[config.mk]
export PLATFORM = sky130hd
export DESIGN_NAME = mem_latency_responder
export DESIGN_NICKNAME = d
export VERILOG_FILES = /design/src/rtl/mem_resp_pkg.sv /design/src/rtl/mem_latency_responder_counter.sv /design/src/rtl/mem_latency_responder.sv
export SDC_FILE = /design/constraint.sdc
export NUM_CORES = 1
export LEC_CHECK = 0
export BUFFER_PORTS_ARGS = -buffer_cell sky130_fd_sc_hd__buf_4
export CORE_ASPECT_RATIO = 0.7
export CORE_UTILIZATION = 45
export CTS_CLUSTER_DIAMETER = 200
export DETAILED_ROUTE_END_ITERATION = 10
export PLACE_DENSITY = 0.74
export SYNTH_ARGS = -nofsm -noshare
export SYNTH_HDL_FRONTEND = slang
export SYNTH_SLANG_ARGS = --single-unit
export TNS_END_PERCENT = 30
[constraint.sdc]
create_clock -name clk -period 3.9 [get_ports clk]
set_input_delay 0.975 -clock clk [delete_from_list [all_inputs] [get_ports clk]]
set_output_delay 0.975 -clock clk [all_outputs]
set_load 0.1 [all_outputs]
[src/rtl/mem_resp_pkg.sv]
// Shared types and geometry helpers for the main-memory latency responder.
package mem_resp_pkg;

  typedef enum logic [1:0] {
    IDLE,
    WAIT,
    BURST
  } state_e;

  localparam int unsigned DEF_BEATS      = 4;
  localparam int unsigned DEF_WORD_BYTES = 4;
  localparam int unsigned BEAT_W   = $clog2(DEF_BEATS);
  localparam int unsigned OFF_W    = $clog2(DEF_BEATS * DEF_WORD_BYTES);
  localparam int unsigned WORD_OFF = $clog2(DEF_WORD_BYTES);

  // Parameterised forms of the geometry helpers, usable as constant functions.
  function automatic int unsigned beat_w(input int unsigned beats);
    return $clog2(beats);
  endfunction

  function automatic int unsigned off_w(input int unsigned beats, input int unsigned word_bytes);
    return $clog2(beats * word_bytes);
  endfunction

  function automatic int unsigned word_off(input int unsigned word_bytes);
    return $clog2(word_bytes);
  endfunction

endpackage

[src/rtl/mem_latency_responder_counter.sv]
// Loadable latency down-counter that saturates at zero and freezes under hold.
module lat_down_counter #(
  parameter int unsigned LAT_W = 8
) (
  input  logic             clk,
  input  logic             reset,
  input  logic             load,
  input  logic [LAT_W-1:0] load_val,
  input  logic             hold,
  output logic [LAT_W-1:0] cnt,
  output logic             zero
);

  always_ff @(posedge clk or negedge reset) begin
    if (!reset) begin
      cnt <= '0;
    end else if (load) begin
      cnt <= load_val;
    end else if (!hold && (cnt != '0)) begin
      cnt <= cnt - 1'b1;
    end
  end

  assign zero = (cnt == '0);

endmodule

[src/rtl/mem_latency_responder.sv]
// Line-request responder: programmable first-word latency, then a
// critical-word-first wrapping burst of BEATS word beats.
module mem_latency_responder
  import mem_resp_pkg::*;
#(
  parameter  int unsigned ADDR_W     = 32,
  parameter  int unsigned LAT_W      = 8,
  parameter  int unsigned BEATS      = 4,
  parameter  int unsigned WORD_BYTES = 4,
  localparam int unsigned BW         = beat_w(BEATS)
) (
  input  logic              clk,
  input  logic              reset,
  input  logic              hold,
  input  logic              req_valid,
  input  logic              req_write,
  input  logic [ADDR_W-1:0] req_addr,
  input  logic [LAT_W-1:0]  lat_cfg,
  output logic              req_ready,
  output logic              resp_valid,
  output logic              resp_write,
  output logic              resp_last,
  output logic [BW-1:0]     resp_beat,
  output logic [ADDR_W-1:0] resp_addr,
  output logic              busy,
  output logic [LAT_W-1:0]  wait_cnt
);

  localparam int unsigned OW = off_w(BEATS, WORD_BYTES);
  localparam int unsigned WO = word_off(WORD_BYTES);
  localparam logic [ADDR_W-1:0] LINE_MASK = ADDR_W'(BEATS * WORD_BYTES - 1);

  state_e            state;
  logic [ADDR_W-1:0] base_q;
  logic [BW-1:0]     start_q;
  logic [BW-1:0]     k_q;
  logic              write_q;

  logic              accept;
  logic [LAT_W-1:0]  lat_m1;
  logic [LAT_W-1:0]  cnt;
  logic              cnt_zero;
  logic [BW-1:0]     beat;
  logic              last_k;
  logic              in_burst;

  assign accept = req_valid && req_ready;
  // lat_cfg of 0 is treated as 1, so the load value never underflows.
  assign lat_m1 = (lat_cfg == '0) ? '0 : lat_cfg - 1'b1;

  lat_down_counter #(
    .LAT_W(LAT_W)
  ) u_lat_cnt (
    .clk     (clk),
    .reset   (reset),
    .load    (accept),
    .load_val(lat_m1),
    .hold    (hold),
    .cnt     (cnt),
    .zero    (cnt_zero)
  );

  // BEATS is a power of two, so the BW-bit sum wraps within the line.
  assign beat   = start_q + k_q;
  assign last_k = (k_q == BW'(BEATS - 1));

  always_ff @(posedge clk or negedge reset) begin
    if (!reset) begin
      state   <= IDLE;
      base_q  <= '0;
      start_q <= '0;
      k_q     <= '0;
      write_q <= 1'b0;
    end else if (!hold) begin
      case (state)
        IDLE: begin
          if (req_valid) begin
            base_q  <= req_addr & ~LINE_MASK;
            start_q <= req_addr[OW-1:WO];
            k_q     <= '0;
            write_q <= req_write;
            state   <= WAIT;
          end
        end
        WAIT: begin
          if (cnt_zero) state <= BURST;
        end
        BURST: begin
          if (last_k) state <= IDLE;
          else        k_q   <= k_q + 1'b1;
        end
        default: state <= IDLE;
      endcase
    end
  end

  assign in_burst   = (state == BURST);
  assign req_ready  = (state == IDLE) && !hold;
  assign resp_valid = in_burst && !hold;
  assign busy       = (state != IDLE);
  assign resp_write = write_q;
  assign resp_last  = in_burst && last_k;
  assign resp_beat  = in_burst ? beat : '0;
  assign resp_addr  = in_burst ? (base_q + (ADDR_W'(beat) << WO)) : '0;
  assign wait_cnt   = (state == WAIT) ? cnt : '0;

endmodule

==> metrics.md, run 1 <==
| Metric | Value |
|---|---|
| Initial antenna violation count | `0` |
| DR vias/cell | `slightly above 5` |
| Fmax | `approximately 360 MHz` |
| Cts bufs inserted | `5` |
| Post-Syn Area | `~0.0024 mm^2` |
| Design area | `~0.0032 mm^2` |
| Critical Path RT | `slightly below 3 ns` |
| CP arrival | `between 1.5 and 2 ns` |
| PD cells | `around 660 mW/mm^2` |
| DRT Pass-1 Iters | `4` |
| Mux share of post-synthesis cell area | `16.3%` |
| Post-Synth Adder-Cell Area | `under 10%` |
| Largest family of logic cells by synthesized area | `simple AND/OR/NAND/NOR gates` |
| # IOs | `92` |
| Distinct cells, synth | `43` |
| Total grt overflow | `0` |
| Status | `finished clean` |
| Via count | `~1900` |
| Die area | `0.00564 mm^2` |
| Setup_tns | `0 ns` |
| Core Area | `0.00494 mm^2` |
| Post-cts hold buffer count | `0` |
| CTS tree | `done` |
| Final hold vios | `0` |
| Final net count | `approximately 350` |
| Fin crit period | `between 2 and 3 ns` |
| Max_slew headroom | `between 50% and 60%` |
| Met3 WL post-DR | `around 420 um` |
| Global Route Usage Sum | `approximately a fifth` |
| Top sig layer | `met4` |
| Final period utilization | `71.7%` |
| Crit Path Category | `flop to output port` |
| Drc violations | `0` |
| Worst VDD drop | `0.432 mV` |
| Hold Crit Class | `flop to flop` |
| Post-CTS sizing | `0` |
| Total power | `~2.1 mW` |
| Die Y | `between 60 and 70 um` |
| Startpoint types | `flop` |
| Worst-skew pair later-pin latency | `0.28 ns` |
| Maximum clock path buffer count | `2` |
| Avg Cell Area, Syn | `about 11 um^2` |
| Leak Pwr | `1.51 nW` |
| Max cap viols | `0` |
| H-tree Lvls | `2` |
| Pin count of the biggest net entering global routing | `45` |
| Slew @ Worst Pin | `0.640 ns` |
| Sink Count | `between 40 and 50` |
| Vias in the first global route | `about 1700` |
| Layout cell share with drive strength beyond 1 | `between 40% and 50%` |
| # setup viols final | `0` |
| Die X | `89.3 um` |
| Worst-path clk slew | `about 0.080 ns` |
| Cells after synthesis | `around 220` |
| Synth top area share | `44.8%` |
| Antenna cells | `0` |
| Main area contributors after synthesis | `dfrtp_1 45%, mux2_2 15%, and2_1 9.1%` |
| DR iter-0 viols | `67` |
| XOR/XNOR share of the synthesized area | `3.28%` |
| Met2 Routed Length | `between 2 and 2.5 mm` |
| Post-route ant nets | `0` |
| Setup bufs post-CTS | `0` |
| Placed Area | `0.00309 mm^2` |
| Fin. max-slew vios | `0` |
| Compound-Gate Fraction of Synth Area | `~9.1%` |
| Routed WL per cell | `13.9 um` |
| Synth warn | `0` |
| Synth Area in Simple Gates | `18.7%` |
| Hpwl dp | `roughly 3.8 mm` |
| Placed Instances | `360` |
| Post-Route M1 WL | `between 2 and 2.5 mm` |
| Standard-cell row count | `21` |
| First-pass GRT wire length | `8.19 mm` |
| PortBufs | `87` |
| Sequential element share of the synthesized area | `roughly 45%` |
| Syn-to-layout area delta | `32.9%` |
| Cell accounting for the most synthesized area | `dfrtp_1` |
| Clk_skew | `a little under 0.006 ns` |
| Worst setup EP type | `output port` |
| Starting density of the core | `around half` |
| Clock root buffer | `clkbuf_8` |
| Post-synthesis register bit count | `43` |
| Unrepaired setup endpoints after global routing | `false` |
| GP Congestion | `0.790` |
| Maximum fanout along the worst path | `31` |
| Fillers | `~450` |
| Final wirelength | `between 5 and 6 mm` |
| Layout Cells excl Fill | `368` |
## kinds of logic after synthesis
kind of cell,Yosys count
AOI/OAI and AO/OA,27
xor gates and xnor gates,9
adders and majority gates,6
buffers and inverters,24
DFF,43
muxes,35
other,1
and+or+nand+nor,70
## Yosys cell counts
master and n:
dfrtp_1 43, and2_1 35, mux2_2 32, inv_1 10
nor2_1 10, xnor2_1 8, clkbuf_1 6, ha_1 6
buf_2 4, buf_4 4, nor2b_1 4, nor3b_1 4
o21ai_0 4, o22ai_1 4, a21oi_1 3, a22o_1 3
mux2i_1 3, nor3_1 3, a2111oi_0 2, nand2_1 2
or2_2 2, or3_1 2, a2111oi_2 1, a211o_1 1
a22oi_1 1, a31oi_1 1, and4_1 1, conb_1 1
nand2b_1 1, nand3_1 1, nand3b_1 1, nor4_1 1
nor4_4 1, nor4b_4 1, o211ai_1 1, o21ai_1 1
o311a_1 1, o31a_1 1, o31ai_1 1, o32a_1 1
o41ai_4 1, or4_4 1, xor2_1 1
## per-stage QoR
stage	hold slack, ns	worst slack (ns)	utilization [%]
floorplan	0.472	0.415	-
global placement	0.480	1.33	62.5
detailed placement	0.487	1.29	62.5
CTS	0.504	1.06	64.6
global route	0.514	0.969	64.6
finish	0.499	1.10	64.6
## path summary, 6_finish.rpt
| kind | start | end | slack [ns] | cells after the start |
|---|---|---|---|---|
| worst max register to register | u_lat_cnt.cnt[0]$_DFFE_PN0P_ | u_lat_cnt.cnt[6]$_DFFE_PN0P_ | 1.80 | 6 |
| min in group asynchronous | reset | start_q[0]$_DFFE_PN0P_ | 0.67 | 1 |
| worst min register to register | base_q[19]$_DFFE_PN0P_ | base_q[19]$_DFFE_PN0P_ | 0.50 | 1 |
| worst max-delay path | state[1]$_DFFE_PN0P_ | resp_addr[3] | 1.10 | 4 |
| worst min-delay path | base_q[19]$_DFFE_PN0P_ | base_q[19]$_DFFE_PN0P_ | 0.50 | 1 |
| max in group asynchronous | reset | base_q[21]$_DFFE_PN0P_ | 2.87 | 1 |
## flip-flops by register name (all words and copies together) (netlist names)
name,cells
k_q,2
resp_write,1
state,2
base_q,28
u_lat_cnt.cnt,8
start_q,2
## report_power, final
group / total, mW / internal [mW] / leakage, nW / switching [mW]
Combinational: 1.02 / 0.364 / 0.932 / 0.651
Sequential: 0.787 / 0.651 / 0.526 / 0.136
Clock: 0.307 / 0.161 / 0.0505 / 0.146
Total: 2.11 / 1.18 / 1.51 / 0.933
## worst max-delay path: stages, from the launching register on
cell	delay (ns)
dfrtp_1	0.52
nor2b_1	0.22
buf_4	0.29
and2_1	0.21
buf_4	0.30
## per-layer routing
metal / global-route usage (%) / up-vias
met2: 26.1 / 67
met5: 0 / -
met4: 3.77 / 0
met1: 28.6 / 890
li1: - / 911
met3: 6.03 / 6
## final cells by class
class                   instances  area, um^2  area share [%]
multi-input cells             149        1220            38.2
flip-flops and latches         43        1080            33.7
clock buffers                   7        96.3            3.02
repair buffers                 89         668            20.9
inverters                      10        37.5            1.18
well taps                      69        86.3            2.71
clock inverters                 1        7.51           0.235
## cells in the final DEF, fill, tap and decap left out, types with 2 or more instances in the layout
master,synthesis,layout
nor2b_1,4,4
clkbuf_8,0,7
o22ai_1,4,4
mux2_2,32,32
inv_1,10,10
mux2i_1,3,3
nor2_1,10,10
a2111oi_0,2,2
or2_2,2,2
nor3_1,3,3
a21oi_1,3,3
conb_1,1,2
dfrtp_1,43,43
or3_1,2,2
and2_1,35,35
nor3b_1,4,4
ha_1,6,6
xnor2_1,8,8
a22o_1,3,3
nand2_1,2,2
o21ai_0,4,4
buf_4,4,89
Power figures use the tool's default switching activity.
==> inputs of run 2 (changes only) <==
Settings changed: ABC_AREA from default to 1.
Clock period 3.9 ns to 2.9 ns, I/O delays scaled along.
==> run 2 against run 1 <==
Effect of this change:
- combinational power grew 130%
- clock-buffer cell count grew 1
- sequential share of layout area shrank 0.13 points
- sequential power grew 30%
- critical endpoint unchanged
==> metrics.md, run 2 <==
| Metric | Value |
|---|---|
| Status | `finished clean` |
| Worst VDD drop | `0.645 mV (+49%)` |
| Fillers | `483 (+6.6%)` |
| Internal | `1.63 mW (+39%)` |
| Drc violations | `0 (unchanged)` |
| # setup viols final | `0 (unchanged)` |
| Post-synthesis register bit count | `43 (unchanged)` |
| DRT Pass-1 Iters | `4 (unchanged)` |
| Standard-cell row count | `22 (+4.8%)` |
| Top post-synthesis cells by count | `89 x nand2_1, 61 x nor2_1, 51 x inv_1` |
| Worst setup EP type | `output port` |
| Met3 usage | `6.19% (+0.16 points)` |
| RR Startpoint | `u_lat_cnt.cnt[0]$_DFFE_PN0P_` |
| Layout cell share with drive strength beyond 1 | `25.4% (-20 points)` |
| Core Area | `0.00526 mm^2 (+6.4%)` |
| Slowest CP cell | `dfrtp_1` |
| Synth warn | `0 (unchanged)` |
| Most frequent cells in the layout | `89 x nand2_1, 87 x buf_4, 60 x nor2_1` |
| Main area contributors after synthesis | `dfrtp_1 44%, nand2_1 14%, nor2_1 9.3%` |
| Hpwl dp | `4.11 mm (+9.2%)` |
| Startpoint types | `flop` |
| Final wirelength | `5.46 mm (+6.7%)` |
| Post-cts hold buffer count | `0 (unchanged)` |
| Worst-path clk slew | `0.08 ns (about the same)` |
| PD cells | `1190 mW/mm^2 (+80%)` |
| Vias in the first global route | `2018 (+21%)` |
| Leak Pwr | `1.74 nW (+15%)` |
| DR vias/cell | `4.64 (-8.8%)` |
| Critical Path RT | `2.17 ns (-0.75 ns)` |
| Sequential element share of the synthesized area | `43.7% (-1.1 points)` |
| H-tree Lvls | `2 (unchanged)` |
| Crit path buffers/inverters | `2 (unchanged)` |
| Setup_tns | `0 ns (unchanged)` |
| Grt peak-use layer | `met2` |
| CP top delay family | `buffers and inverters` |
| Slowest stage delay, CP | `0.45 ns (-0.07 ns)` |
| Clock share of power | `10.7% (-3.8 points)` |
| Fin. max-slew vios | `0 (unchanged)` |
| Antenna cells | `0 (unchanged)` |
| Cell accounting for the most synthesized area | `dfrtp_1` |
| Commonest non-fill, non-tap cell in the layout | `nand2_1` |
| Synth Flop Type | `dfrtp_1` |
| Seq pwr share | `26.9% (-10 points)` |
| Maximum fanout along the worst path | `32 (+3.2%)` |
| Worst-skew pair later-pin latency | `0.29 ns (about the same)` |
| Post-Syn Area | `0.00246 mm^2 (+2.6%)` |
| Maximum clock path buffer count | `2 (unchanged)` |
| Post-synth EDFFs | `0 (unchanged)` |
| Largest reg by FF count | `base_q` |
| Die X | `90.4 um (+1.2%)` |
| Die Y | `63.9 um (+1.2%)` |
| Final period utilization | `85.4%` |
| Crit Path Category | `flop to output port` |
| Total grt overflow | `0 (unchanged)` |
| Avg Cell Area, Syn | `7.14 um^2 (-36%)` |
| Starting density of the core | `46.8% (-1.8 points)` |
| Asr flop ratio synth | `100% (unchanged)` |
| Multi-input gate area | `0.00107 mm^2 (-12%)` |
| Initial antenna violation count | `0 (unchanged)` |
| Top-count cell post-synth | `nand2_1` |
| Distinct cells, synth | `25 (-42%)` |
| PortBufs | `87 (unchanged)` |
| Fin util | `60.9% (-3.7 points)` |
| Global Route Usage Sum | `19.5% (+0.62 points)` |
| Post-route ant nets | `0 (unchanged)` |
| DR iter-0 viols | `200 (+200%)` |
| Fmax | `404 MHz` |
| Syn-to-layout area delta | `30.1%` |
| R2r worst-path depth | `8 (+2)` |
| FF+latch area | `0.00108 mm^2 (unchanged)` |
| FF-to-FF End | `u_lat_cnt.cnt[1]$_DFFE_PN0P_` |
| Cts bufs inserted | `5 (unchanged)` |
| GR Util met1 | `25.9% (-2.7 points)` |
| CP cell instances | `nor2_2 > inv_2 > nor2_1 > buf_4` |
| R2R Setup Slk | `1.08 ns (-0.72 ns)` |
| Max cap viols | `0 (unchanged)` |
| Dpl ws | `0.719 ns (-0.572 ns)` |
| Sink Count | `43 (unchanged)` |
| Post-CTS sizing | `0 (unchanged)` |
| Final hold vios | `0 (unchanged)` |
| # IOs | `92 (unchanged)` |
| Slew @ Worst Pin | `0.573 ns (-0.0666 ns)` |
| Max_slew headroom | `61.7% (+5.5 points)` |
| CTS tree | `done` |
| Clock root buffer | `clkbuf_8` |
| Switching Fraction | `57.2% (+13 points)` |
| Final net count | `476 (+36%)` |
| GP Congestion | `0.846 (+7.1%)` |
| Cells after synthesis | `345 (+60%)` |
| Met2 Usage GRT | `32.0% (+5.8 points)` |
| Setup bufs post-CTS | `0 (unchanged)` |
| Max FFs per register | `28 (unchanged)` |
| Hold Crit Class | `primary input to async pin` |
| Unrepaired setup endpoints after global routing | `false` |
| Clk_skew | `0.00203 ns (-0.00376 ns)` |
| Routed WL per cell | `11.0 um (-21%)` |
| Gate power share | `62.4% (+14 points)` |
| CP arrival | `1.75 ns (-0.07 ns)` |
| Final worst slack | `0.424 ns (-0.680 ns)` |
| Synth top area share | `43.7% (-1.1 points)` |
| Fin crit period | `~2.5 ns` |
| P_sw | `2.18 mW (+130%)` |
| First-pass GRT wire length | `9.03 mm (+10%)` |
| Largest registers | `base_q (28), u_lat_cnt.cnt (8)` |
| Pin count of the biggest net entering global routing | `62 (+38%)` |
| Die area | `0.00578 mm^2 (+2.5%)` |
| Via count | `2312 (+23%)` |
[run 2: changes by cell type in the layout (fill, tap and decap cells not counted), moves of 4 or more]
cell,delta
and2_1,-35
inv_1,+41
mux2_2,-32
nand2_1,+87
nand3_1,+13
nor2_1,+50
nor2_2,+7
nor2b_1,-4
nor3b_1,-4
o21ai_0,+25
o21ai_1,+11
o22ai_1,-4
xnor2_1,-7
[run 2: layer usage]
metal	routed length, um	vias up
met5	0	-
met4	20	0
met3	398	4
met2	2480	67
met1	2560	1042
li1	-	1199
[run 2: logic make-up after synthesis]
| logic type | after synthesis | share of synthesized area (%) |
|---|---|---|
| simple gates | 175 | 28.9 |
| compound gates | 46 | 9.86 |
| fa+ha+maj | 6 | 3.05 |
| other cells | 1 | 0.152 |
| flops | 43 | 43.7 |
| buf+inv | 70 | 12.9 |
| xor+xnor | 4 | 1.42 |
[run 2: cell type report]
| type | count | area share [%] |
|---|---|---|
| Sequential cell | 43 | 33.6 |
| Multi-Input combinational cell | 233 | 33.6 |
| Timing Repair Buffer | 87 | 20.4 |
| Inverter | 55 | 6.52 |
| Clock buffer | 8 | 3.13 |
| Tap cell | 72 | 2.81 |
[run 2: worst max-delay path by stage]
stage	startpoint	to	cells after the start
after floorplan	state[0]$_DFFE_PN0P_	req_ready	3
after global placement	state[0]$_DFFE_PN0P_	resp_addr[3]	4
after detailed placement	state[0]$_DFFE_PN0P_	resp_addr[3]	4
after CTS	state[0]$_DFFE_PN0P_	resp_addr[3]	4
after global routing	state[0]$_DFFE_PN0P_	resp_addr[3]	4
final	state[0]$_DFFE_PN0P_	resp_addr[3]	4
[run 2: power by group through the flow]
| stage | clock network [mW] | registers, mW | logic (mW) |
|---|---|---|---|
| final | 0.407 | 1.02 | 2.38 |
| after global routing | 0.447 | 1.06 | 2.56 |
| after CTS | 0.418 | 1.02 | 2.38 |
| after detailed placement | 0 | 1.03 | 2.38 |
| after global placement | 0 | 1.02 | 2.35 |
| after floorplan | 0 | 1.05 | 1.91 |
[run 2: metrics by stage]
step / std cells / power [mW] / hold slack (ns) / cell area, um^2
5_1_grt: 498 / 4.07 / 0.442 / 3200
2_1_floorplan: 346 / 2.95 / 0.429 / 2470
6_report: 498 / 3.81 / 0.409 / 3200
4_1_cts: 498 / 3.83 / 0.427 / 3200
3_3_place_gp: 490 / 3.37 / 0.467 / 3100
3_5_place_dp: 490 / 3.41 / 0.479 / 3100
==> inputs of run 3 (changes only) <==
Settings changed: ABC_AREA 1 to default, RECOVER_POWER from default to 100.
==> run 3 against run 2 <==
Effect of this change:
- combinational power down 45%
- critical path depth unchanged
- sequential share of layout area up 1.9 points
- maximum frequency down 5.6%
- final area down 5.2%
- flip-flop and latch count unchanged
- final cell count down 26%
- register-to-register slack worse by 0.51 ns
- wire length down 6.7%
- total power down 28%
- worst setup slack worse by 0.15 ns
- largest cell class is now multi-input gates
- largest power group unchanged
- highest routed layer unchanged
==> metrics.md, run 3 (synthesis gave the netlist of run 1 again) <==
| Metric | Value |
|---|---|
| Fin util | `61.4% (+0.53 points)` |
| Crit Path Category | `flop to output port` |
| Fin crit period | `2.62 ns (+0.146 ns)` |
| Most frequent cells in the layout | `45 x clkbuf_2, 43 x dfrtp_1, 42 x buf_4` |
| Layout Cells excl Fill | `368 (-26%)` |
| Leak Pwr | `1.46 nW (-16%)` |
| Largest registers | `base_q (28), u_lat_cnt.cnt (8)` |
| Met2 Routed Length | `2.14 mm (-14%)` |
| CTS tree | `done` |
| Final period utilization | `90.4% (+5.0 points)` |
| Critical Path RT | `2.17 ns (about the same)` |
| Final net count | `350 (-26%)` |
| Die X | `89.3 um (-1.2%)` |
| Startpoint types | `flop` |
| Post-route ant nets | `0 (unchanged)` |
| # setup viols final | `0 (unchanged)` |
| # IOs | `92 (unchanged)` |
| CP top delay family | `buffers and inverters` |
| Max FFs per register | `28 (unchanged)` |
| RR Startpoint | `state[1]$_DFFE_PN0P_` |
| Placed Area | `0.00310 mm^2 (-0.16%)` |
| Commonest non-fill, non-tap cell in the layout | `clkbuf_2` |
| Hpwl dp | `3.78 mm (-8.1%)` |
| Total power | `2.75 mW (-28%)` |
| Worst hold slack | `0.500 ns (+0.0909 ns)` |
| CP arrival | `1.90 ns (+0.15 ns)` |
| Starting density of the core | `48.6% (+1.8 points)` |
| Vias in the first global route | `1795 (-11%)` |
| Total grt overflow | `0 (unchanged)` |
| Worst VDD drop | `0.373 mV (-42%)` |
| Cts bufs inserted | `5 (unchanged)` |
| Worst setup EP type | `output port` |
| Hold depth | `1` |
| Standard-cell row count | `21 (-4.5%)` |
| Max cap viols | `0 (unchanged)` |
| Core Area | `0.00494 mm^2 (-6.0%)` |
| Max_slew headroom | `21.9% (-40 points)` |
| Pin count of the biggest net entering global routing | `44 (-29%)` |
| Post-cts hold buffer count | `0 (unchanged)` |
| Fmax | `381 MHz (-5.6%)` |
| Die area | `0.00564 mm^2 (-2.4%)` |
| PortBufs | `87 (unchanged)` |
| Routed WL per cell | `13.8 um (+26%)` |
| DRT Pass-1 Iters | `4 (unchanged)` |
| PD cells | `906 mW/mm^2 (-24%)` |
| Antenna cells | `0 (unchanged)` |
| Global Route Usage Sum | `19.6% (+0.19 points)` |
| Sink Count | `43 (unchanged)` |
| Slew @ Worst Pin | `1.17 ns (+0.598 ns)` |
| Setup bufs post-CTS | `0 (unchanged)` |
| Status | `finished clean` |
| Syn-to-layout area delta | `26.4%` |
| Via count | `1861 (-20%)` |
| DR vias/cell | `5.06 (+8.9%)` |
| Fillers | `471 (-2.5%)` |
| Clk_skew | `0.00239 ns (+0.000356 ns)` |
| GP Congestion | `0.787 (-6.9%)` |
| Post-Route M1 WL | `2.52 mm (-1.5%)` |
| Layout cell share with drive strength beyond 1 | `44.8% (+19 points)` |
| DR iter-0 viols | `75 (-63%)` |
| Worst Hold End | `base_q[15]$_DFFE_PN0P_` |
| Slowest stage delay, CP | `0.47 ns (+0.02 ns)` |
| Placed Instances | `361 (-26%)` |
| Final worst slack | `0.278 ns (-0.146 ns)` |
| Fin. max-slew vios | `0 (unchanged)` |
| Initial antenna violation count | `0 (unchanged)` |
| First-pass GRT wire length | `8.47 mm (-6.2%)` |
| Maximum fanout along the worst path | `32 (unchanged)` |
| H-tree Lvls | `2 (unchanged)` |
| Worst-path clk slew | `0.08 ns (about the same)` |
| Maximum clock path buffer count | `2 (unchanged)` |
| Hold Crit Class | `flop to flop` |
| Unrepaired setup endpoints after global routing | `false` |
| Final wirelength | `5.09 mm (-6.7%)` |
| FF-to-FF End | `base_q[19]$_DFFE_PN0P_` |
| CP cell instances | `nor2b_1 > buf_4 > and2_1 > clkbuf_2` |
| Hold Path Origin | `base_q[15]$_DFFE_PN0P_` |
| Final hold vios | `0 (unchanged)` |
| Top sig layer | `met4` |
| Design area | `0.00304 mm^2 (-5.2%)` |
| Die Y | `63.1 um (-1.2%)` |
| Post-CTS sizing | `0 (unchanged)` |
| Drc violations | `0 (unchanged)` |
| Clock root buffer | `clkbuf_8` |
| Largest reg by FF count | `base_q` |
| R2r worst-path depth | `3 (-5)` |
| Setup_tns | `0 ns (unchanged)` |
| Dpl ws | `0.629 ns (-0.0906 ns)` |
| Worst-skew pair later-pin latency | `0.29 ns (about the same)` |
| Crit path buffers/inverters | `2 (unchanged)` |
| Met3 WL post-DR | `403 um (+1.3%)` |
| R2R Setup Slk | `0.57 ns (-0.51 ns)` |
| Slowest CP cell | `dfrtp_1` |
run 3: worst max-delay path by stage:
stage,end,startpoint,depth (start not counted),slack [ns]
final,resp_addr[3],state[1]$_DFFE_PN0P_,4,0.28
after floorplan,resp_valid,hold,2,-0.1
after detailed placement,u_lat_cnt.cnt[3]$_DFFE_PN0P_,lat_cfg[4],5,0.63
after CTS,resp_addr[3],state[1]$_DFFE_PN0P_,4,0.37
after global placement,u_lat_cnt.cnt[3]$_DFFE_PN0P_,lat_cfg[4],5,0.64
after global routing,resp_valid,state[1]$_DFFE_PN0P_,4,0.13
run 3: per-layer routing:
metal | global-route usage, % | up-vias
met2 | 27.1 | 62
met3 | 7.86 | 4
met5 | 0 | -
met4 | 4.96 | 0
li1 | - | 903
met1 | 28.5 | 892
run 3: layout make-up:
cell class	count	area [um^2]	share of cell area, %
timing repair buffer	90	552	18.2
inverter	10	37.5	1.24
multi-input combinational	149	1200	39.4
sequential	43	1080	35.4
tap	69	86.3	2.84
clock buffer	6	82.6	2.72
clock inverter	1	5.00	0.165
run 3: worst reg2reg max path: cells and delay by family (launching register included):
kind	cells	cell delay (ns)
mux	1	0.44
buf+inv	1	0.91
flops	1	0.46
simple gates	1	0.41
run 3: power breakdown:
group          total, mW  switching, mW  internal [mW]
sequential          1.05          0.179          0.876
combinational       1.31          0.873          0.437
clock              0.386          0.199          0.187
